==> src/rtl/apb_requester_pkg.sv <==
// Shared types and default constants for the APB requester.
package apb_requester_pkg;

  typedef enum logic [1:0] {
    IDLE   = 2'd0,
    SETUP  = 2'd1,
    ACCESS = 2'd2
  } state_t;

  localparam int ADDR_W_DEF  = 32;
  localparam int DATA_W_DEF  = 32;
  localparam int TIMEOUT_DEF = 16;

endpackage

==> src/rtl/apb_requester_timer.sv <==
// ACCESS-cycle counter for the APB requester timeout abort.
// Only instantiated when APB_REQ_TIMEOUT_EN is defined.
module apb_requester_timer
  import apb_requester_pkg::*;
#(
  parameter int TIMEOUT_CYCLES = TIMEOUT_DEF
) (
  input  logic clk,
  input  logic reset,
  input  logic clr,
  input  logic en,
  output logic expired
);

  localparam int CNT_W = $clog2(TIMEOUT_CYCLES + 1);

  logic [CNT_W-1:0] cnt;

  // cnt holds the number of ACCESS cycles already spent, so the
  // TIMEOUT_CYCLES-th ACCESS cycle sees cnt == TIMEOUT_CYCLES-1.
  assign expired = en && (cnt == CNT_W'(TIMEOUT_CYCLES - 1));

  // Count ACCESS cycles; cleared whenever a new transfer enters SETUP.
  always_ff @(posedge clk or posedge reset) begin
    if (reset) begin
      cnt <= '0;
    end else if (clr) begin
      cnt <= '0;
    end else if (en && !expired) begin
      cnt <= cnt + 1'b1;
    end
  end

endmodule

==> src/rtl/apb_requester.sv <==
// APB requester: turns a valid/ready command stream into APB transfers
// and returns a one-cycle completion pulse with read data.
// Optional feature macro: APB_REQ_TIMEOUT_EN (abort ACCESS after
// TIMEOUT_CYCLES wait states, reported through rsp_timeout_o).
module apb_requester
  import apb_requester_pkg::*;
#(
  parameter int ADDR_W         = ADDR_W_DEF,
  parameter int DATA_W         = DATA_W_DEF,
  parameter int TIMEOUT_CYCLES = TIMEOUT_DEF
) (
  input  logic              clk,
  input  logic              reset,
  input  logic              cmd_valid_i,
  output logic              cmd_ready_o,
  input  logic              cmd_write_i,
  input  logic [ADDR_W-1:0] cmd_addr_i,
  input  logic [DATA_W-1:0] cmd_wdata_i,
  output logic              rsp_valid_o,
  output logic [DATA_W-1:0] rsp_rdata_o,
  output logic              rsp_timeout_o,
  output logic              psel_o,
  output logic              penable_o,
  output logic              pwrite_o,
  output logic [ADDR_W-1:0] paddr_o,
  output logic [DATA_W-1:0] pwdata_o,
  input  logic [DATA_W-1:0] prdata_i,
  input  logic              pready_i
);

  state_t state, next_state;
  logic   accept;
  logic   complete;
  logic   abort;

`ifdef APB_REQ_TIMEOUT_EN
  logic expired;

  apb_requester_timer #(
    .TIMEOUT_CYCLES(TIMEOUT_CYCLES)
  ) u_timer (
    .clk    (clk),
    .reset  (reset),
    .clr    (next_state == SETUP),
    .en     (state == ACCESS),
    .expired(expired)
  );
`else
  // TIMEOUT_CYCLES only matters when the timer is built.
  if (TIMEOUT_CYCLES > 0) begin : g_no_timer
  end
`endif

  // APB control follows the state directly, so reset drops it at once.
  assign psel_o    = (state != IDLE);
  assign penable_o = (state == ACCESS);
  assign accept    = cmd_valid_i && cmd_ready_o;

  // State register.
  always_ff @(posedge clk or posedge reset) begin
    if (reset) begin
      state <= IDLE;
    end else begin
      state <= next_state;
    end
  end

  // Next-state, command handshake and completion decode.
  always_comb begin
    next_state  = state;
    cmd_ready_o = 1'b0;
    complete    = 1'b0;
    abort       = 1'b0;
    unique case (state)
      IDLE: begin
        cmd_ready_o = 1'b1;
        if (cmd_valid_i) next_state = SETUP;
      end
      SETUP: begin
        next_state = ACCESS;
      end
      ACCESS: begin
        if (pready_i) begin
          // Ready is combinational from pready_i so a waiting command
          // can follow straight into SETUP without an IDLE bubble.
          cmd_ready_o = 1'b1;
          complete    = 1'b1;
          next_state  = cmd_valid_i ? SETUP : IDLE;
        end
`ifdef APB_REQ_TIMEOUT_EN
        else if (expired) begin
          abort      = 1'b1;
          next_state = IDLE;
        end
`endif
      end
      default: next_state = IDLE;
    endcase
  end

  // APB address/data/direction captured on acceptance, held otherwise.
  always_ff @(posedge clk or posedge reset) begin
    if (reset) begin
      pwrite_o <= 1'b0;
      paddr_o  <= '0;
      pwdata_o <= '0;
    end else if (accept) begin
      pwrite_o <= cmd_write_i;
      paddr_o  <= cmd_addr_i;
      pwdata_o <= cmd_wdata_i;
    end
  end

  // Completion pulse and read data, one cycle after the finishing edge.
  always_ff @(posedge clk or posedge reset) begin
    if (reset) begin
      rsp_valid_o <= 1'b0;
      rsp_rdata_o <= '0;
    end else begin
      rsp_valid_o <= complete || abort;
      rsp_rdata_o <= (complete && !pwrite_o) ? prdata_i : '0;
    end
  end

`ifdef APB_REQ_TIMEOUT_EN
  // Flag the completion that was produced by a timeout abort.
  always_ff @(posedge clk or posedge reset) begin
    if (reset) begin
      rsp_timeout_o <= 1'b0;
    end else begin
      rsp_timeout_o <= abort;
    end
  end
`else
  assign rsp_timeout_o = 1'b0;
`endif

endmodule

==> config.mk <==
export PLATFORM = sky130hd
export DESIGN_NAME = apb_requester
export DESIGN_NICKNAME = d
export VERILOG_FILES = /design/src/rtl/apb_requester_pkg.sv /design/src/rtl/apb_requester_timer.sv /design/src/rtl/apb_requester.sv
export SDC_FILE = /design/constraint.sdc
export NUM_CORES = 1
export LEC_CHECK = 0
export ABC_AREA = 1
export CORE_ASPECT_RATIO = 0.75
export CORE_UTILIZATION = 39
export DETAILED_ROUTE_END_ITERATION = 10
export GPL_ROUTABILITY_DRIVEN = 0
export GPL_TIMING_DRIVEN = 0
export PLACE_DENSITY = 0.8
export SYNTH_ARGS = -nofsm -noshare
export SYNTH_HDL_FRONTEND = slang
export SYNTH_SLANG_ARGS = --single-unit
==> constraint.sdc <==
create_clock -name clk -period 4.8 [get_ports clk]
set_input_delay 1.2 -clock clk [delete_from_list [all_inputs] [get_ports clk]]
set_output_delay 1.2 -clock clk [all_outputs]
set_load 0.02 [all_outputs]
==> results of run 1 <==
final cells by class:
class	instances	area, um2
plain buffers	25	144
fillers	753	2930
flip-flops and latches	100	2500
repair buffers	202	2040
multi-input cells	238	983
clock inverters	4	73.8
inverters	41	156
well taps	128	160
clock buffers	11	243
worst max-delay path, cell delays in order:
cell and delay, ns:
clkdlybuf4s50_1 0.51, inv_1 0.08, nand2_2 0.09, buf_4 0.18, buf_2 0.23, nand2_1 0.08
inv_1 0.06, clkdlybuf4s50_1 0.61
cells by family (layout without fill, tap and decap cells):
kind of cell | count (synthesis) | after routing | synth area share
other | 1 | 1 | 0.000991
DFF | 100 | 100 | 0.661
AOI/OAI and AO/OA | 1 | 1 | 0.00132
and+or+nand+nor | 236 | 236 | 0.258
buffers and inverters | 66 | 283 | 0.0787
stage by stage:
| step | hold WS, ns | cell area (um2) | setup WS [ns] | instances | setup TNS (ns) |
|---|---|---|---|---|---|
| 3_5_place_dp | 0.457 | 5990 | 0.561 | 734 | 0 |
| 3_3_place_gp | 0.452 | 5960 | -0.425 | 733 | -42.12 |
| 4_1_cts | 0.473 | 6300 | 0.556 | 749 | 0 |
| 6_report | 0.469 | 6300 | 0.566 | 749 | 0 |
| 2_1_floorplan | 0.492 | 3780 | 0.981 | 404 | 0 |
| 5_1_grt | 0.494 | 6300 | 0.451 | 749 | 0 |
layout by cell type, fill, tap and decap left out, drive strengths merged:
master,Yosys,layout
dfrtp,100,100
nand3,65,65
inv,41,41
conb,1,1
clkinv,0,2
nor2,34,34
clkdlybuf4s50,0,201
buf,24,25
bufinv,0,2
o21ai,1,1
nand4,1,1
clkbuf,1,12
nand2,136,136
routing by layer:
layer,global-route usage,up-vias,share of wire
met5,0,-,0
met4,0.0559,0,0.011
met3,0.0884,11,0.089
met2,0.382,114,0.49
met1,0.259,1592,0.41
li1,-,1652,-
worst paths after layout:
check	start	endpoint	slack, ns	cells after the start
hold reg to reg	paddr_o[19]$_DFFE_PP0P_	paddr_o[19]$_DFFE_PP0P_	0.47	2
hold / removal	paddr_o[19]$_DFFE_PP0P_	paddr_o[19]$_DFFE_PP0P_	0.47	2
max in group asynchronous	reset	paddr_o[2]$_DFFE_PP0P_	2.84	3
setup / recovery	pready_i	cmd_ready_o	0.57	8
setup reg to reg	state[0]$_DFFE_PP0P_	pwdata_o[11]$_DFFE_PP0P_	3.52	5
min in group asynchronous	reset	rsp_rdata_o[24]$_DFF_PP0_	1.28	2
state kept, by name, indices dropped and copies added, names as in the netlist:
signal       flops
paddr_o         32
state            2
rsp_valid_o      1
pwrite_o         1
pwdata_o        32
rsp_rdata_o     32
report_power, final:
part	switching [mW]	internal, mW
Clock	0.290	0.468
Combinational	0.453	0.410
Sequential	0.0808	0.991
Total	0.824	1.87
==> flow_metrics.env, run 1 <==
export IMPL_wl_um=10700
export IMPL_final_hold_viol_count=0
export IMPL_finalSetupViolCount=0
export IMPL_p_per_area_mw_per_mm2=427
export IMPL_htree_levels=3
export IMPL_synth_edff_count=0
export IMPL_drc_errors=0
export IMPL_status="finished clean"
export IMPL_grt_pass1_vias=3485
export IMPL_rows=30
export IMPL_clk_latency_ns=0.33
export IMPL_syn_cell_area_mm2=0.00378
export IMPL_crit_type="in2out"
export IMPL_diodes=0
export IMPL_start_util=0.410
export IMPL_post_drt_wl_per_cell_um=14.3
export IMPL_io_pins=203
export IMPL_ant_nets=0
export IMPL_syn_mean_instance_area_um2=9.37
export IMPL_core_area_mm2=0.00923
export IMPL_antenna_found_initial=0
export IMPL_cts_setup_buffers=0
export IMPL_cts_sinks=100
export IMPL_hpwl_um=8140
export IMPL_drv_cap=0
export IMPL_seq_area_frac_synth=0.661
export IMPL_finalPower_mw=2.69
export IMPL_drv_slew=0
export IMPL_synth_most_common_cell="nand2_1"
export IMPL_port_buffers=201
export IMPL_async_reset_ff_frac=1.00
export IMPL_ys_ff_latch=100
export IMPL_fin_crit_ns=4.23
export IMPL_syn_to_final_growth_pct=66.6
export IMPL_grtUsageTotal=0.222
export IMPL_hp_class="reg2reg"
export IMPL_vias=3369
export IMPL_end_kind="output pin"
export IMPL_root_buffer="clkbuf_16"
export IMPL_grt_overflow=0
export IMPL_avgViaCountPerCell=4.50
export IMPL_synth_cells=404
export IMPL_synthDistinctLibCells=13
export IMPL_fmax_ghz=0.236
export IMPL_ir_drop_mv=0.247
export IMPL_drt_iter0_markers=210
export IMPL_die_w_um=116
export IMPL_cp_max_fo=10
export IMPL_synth_ff_type="dfrtp_1"
export IMPL_fin_nets=718
export IMPL_cts_max_path_buffers=2
export IMPL_synth_top_cell_by_area="dfrtp_1"
export IMPL_postCtsHoldBufs=0
export IMPL_yosysWarnings=0
export IMPL_rsz0062_at_grt="no"
export IMPL_layout_drive_gt1_share=0.0676
export IMPL_synth_commonest_cells="nand2_1 (135), dfrtp_1 (100), nand3_1 (65)"
export IMPL_p_leak_nw=3.17
export IMPL_synth_area_leaders="dfrtp_1 (66%), nand2_1 (13%), nand3_1 (8.6%)"
export IMPL_finClkSkew_ns=0.00612
export IMPL_utilization=0.683
export IMPL_fp_dieH_um=87.3
export IMPL_grt_max_degree=55
export IMPL_dieArea_mm2=0.0101
export IMPL_worstMarginPinSlew_ns=0.593
export IMPL_path_clk_slew_ns=0.06
export IMPL_crit_required_ns=3.60
export IMPL_cts_buffers=9
export IMPL_syn_num_nets=505
export IMPL_synth_top_area_frac=0.661
export IMPL_start_kind="input pin"
export IMPL_cts_tree="built"
export IMPL_grt_pass1_wl_um=16900
export IMPL_slew_headroom=0.605
export IMPL_first_pass_iters=4
export IMPL_cts_resized=0
export IMPL_period_share=0.882
export IMPL_crit_arrival_ns=3.03
Power figures use the tool's default switching activity.
==> run 2: changes to the inputs <==
- ABC_CLOCK_PERIOD_IN_PS: not set -> 4800
==> results of run 2 <==
The final DEF is identical to that of run 1; final timing and power are the same.
==> run 3: changes to the inputs <==
- CORE_MARGIN: not set -> 1
- CORE_UTILIZATION: 39 -> 25
- PLACE_DENSITY: 0.8 -> not set
==> flow_metrics.env, run 3 (synthesis gave the netlist of run 1 again) <==
export IMPL_grtUsageTotal=0.147
export IMPL_fin_nets=718
export IMPL_port_buffers=201
export IMPL_reg2reg_from="state[0]$_DFFE_PP0P_"
export IMPL_cp_max_fo=10
export IMPL_cp_slowest_cell="clkdlybuf4s50_1"
export IMPL_avgViaCountPerCell=4.11
export IMPL_hpwl_um=8250
export IMPL_final_hold_viol_count=0
export IMPL_crit_type="in2out"
export IMPL_finalPower_mw=2.63
export IMPL_drc_errors=0
export IMPL_cts_setup_buffers=0
export IMPL_layout_drive_gt1_share=0.0691
export IMPL_crit_required_ns=3.60
export IMPL_finClkSkew_ns=0.00492
export IMPL_rr_endpoint="rsp_rdata_o[25]$_DFF_PP0_"
export IMPL_fmax_ghz=0.234
export IMPL_cts_sinks=100
export IMPL_worstHoldStart="pwdata_o[28]$_DFFE_PP0P_"
export IMPL_hp_class="reg2reg"
export IMPL_dieArea_mm2=0.0156
export IMPL_diodes=0
export IMPL_start_kind="input pin"
export IMPL_wl_um=11000
export IMPL_rows=38
export IMPL_slew_headroom=0.610
export IMPL_p_leak_nw=3.15
export IMPL_period_share=0.891
export IMPL_cp_startpoint="pready_i"
export IMPL_rsz0062_at_grt="no"
export IMPL_cts_resized=0
export IMPL_drt_iter0_markers=98
export IMPL_antenna_found_initial=0
export IMPL_dp_cells=806
export IMPL_ir_drop_mv=0.191
export IMPL_cts_max_path_buffers=2
export IMPL_status="finished clean"
export IMPL_grt_overflow=0
export IMPL_whs_path_depth=2
export IMPL_htree_levels=3
export IMPL_post_drt_wl_per_cell_um=13.4
export IMPL_drv_slew=0
export IMPL_placed_cell_area_mm2=0.00608
export IMPL_core_area_mm2=0.0146
export IMPL_end_kind="output pin"
export IMPL_crit_arrival_ns=3.08
export IMPL_vias=3380
export IMPL_worstMarginPinSlew_ns=0.585
export IMPL_grt_pass1_wl_um=17500
export IMPL_postCtsHoldBufs=0
export IMPL_ff2ff_path_depth=4
export IMPL_grt_pass1_vias=3514
export IMPL_setup_tns_ns=0
export IMPL_path_clk_slew_ns=0.07
export IMPL_ant_nets=0
export IMPL_drv_cap=0
export IMPL_clk_latency_ns=0.34
export IMPL_cts_tree="built"
export IMPL_root_buffer="clkbuf_16"
export IMPL_cts_buffers=9
export IMPL_fp_dieH_um=109
export IMPL_syn_to_final_growth_pct=68.2
export IMPL_grt_max_degree=57
export IMPL_start_util=0.259
export IMPL_final_area_mm2=0.00636
export IMPL_die_w_um=144
export IMPL_hold_path_end="pwdata_o[28]$_DFFE_PP0P_"
export IMPL_path_cells="clkdlybuf4s50_1, inv_1, nand2_2, buf_4, buf_2, nand2_1, inv_1, clkdlybuf4s50_1"
export IMPL_hold_ws_ns=0.473
export IMPL_slowest_delay_ns=0.61
export IMPL_largestRegisters="paddr_o x32, pwdata_o x32, rsp_rdata_o x32"
export IMPL_p_per_area_mw_per_mm2=414
export IMPL_first_pass_iters=4
export IMPL_final_common_cell="clkdlybuf4s50_1"
export IMPL_layout_common_cells="clkdlybuf4s50_1 (201), nand2_1 (135), dfrtp_1 (100)"
export IMPL_finalNonFillerCells=822
export IMPL_finalSetupViolCount=0
export IMPL_io_pins=203
export IMPL_fin_crit_ns=4.28
export IMPL_r2r_slack_ns=3.36
==> run 3: where the power goes <==
group | switching (mW) | leakage, nW | internal [mW]
registers | 0.0786 | 1.28 | 0.990
clock network | 0.327 | 0.135 | 0.374
logic | 0.452 | 1.73 | 0.410
total | 0.858 | 3.15 | 1.77
==> run 3: worst max-delay path: cells and delay by family <==
kind	cells	cell delay (ns)
buffers and inverters	6	1.69
AND/OR/NAND/NOR	2	0.17
==> run 3: cell type report <==
cell class / instances / area [um2]
plain buffers: 25 / 144
clock buffers: 11 / 243
well taps: 200 / 250
multi-input cells: 238 / 983
flip-flops and latches: 100 / 2500
fillers: 1462 / 8230
inverters: 41 / 156
repair buffers: 202 / 2040
clock inverters: 5 / 43.8
==> run 3: worst max-delay path by stage <==
stage | endpoint | slack [ns] | cells past startpoint
finish | cmd_ready_o | 0.52 | 8
global route | cmd_ready_o | 0.43 | 8
CTS | cmd_ready_o | 0.51 | 8
detailed placement | cmd_ready_o | 0.51 | 8
global placement | pwdata_o[31]$_DFFE_PP0P_ | -0.57 | 2
floorplan | paddr_o[0]$_DFFE_PP0P_ | 0.98 | 1
==> run 3: through the flow <==
step / utilization / worst slack [ns]
floorplan: - / 0.981
finish: 0.436 / 0.524
CTS: 0.436 / 0.508
global route: 0.436 / 0.432
detailed placement: 0.416 / 0.513
global placement: 0.414 / -0.572
==> run 3: per-layer routing <==
layer | wire length, um | share of wire | track usage
met5 | 0 | 0 | 0
met1 | 4720 | 0.43 | 0.175
met2 | 4920 | 0.45 | 0.234
met3 | 1260 | 0.11 | 0.0686
met4 | 123 | 0.011 | 0.0456
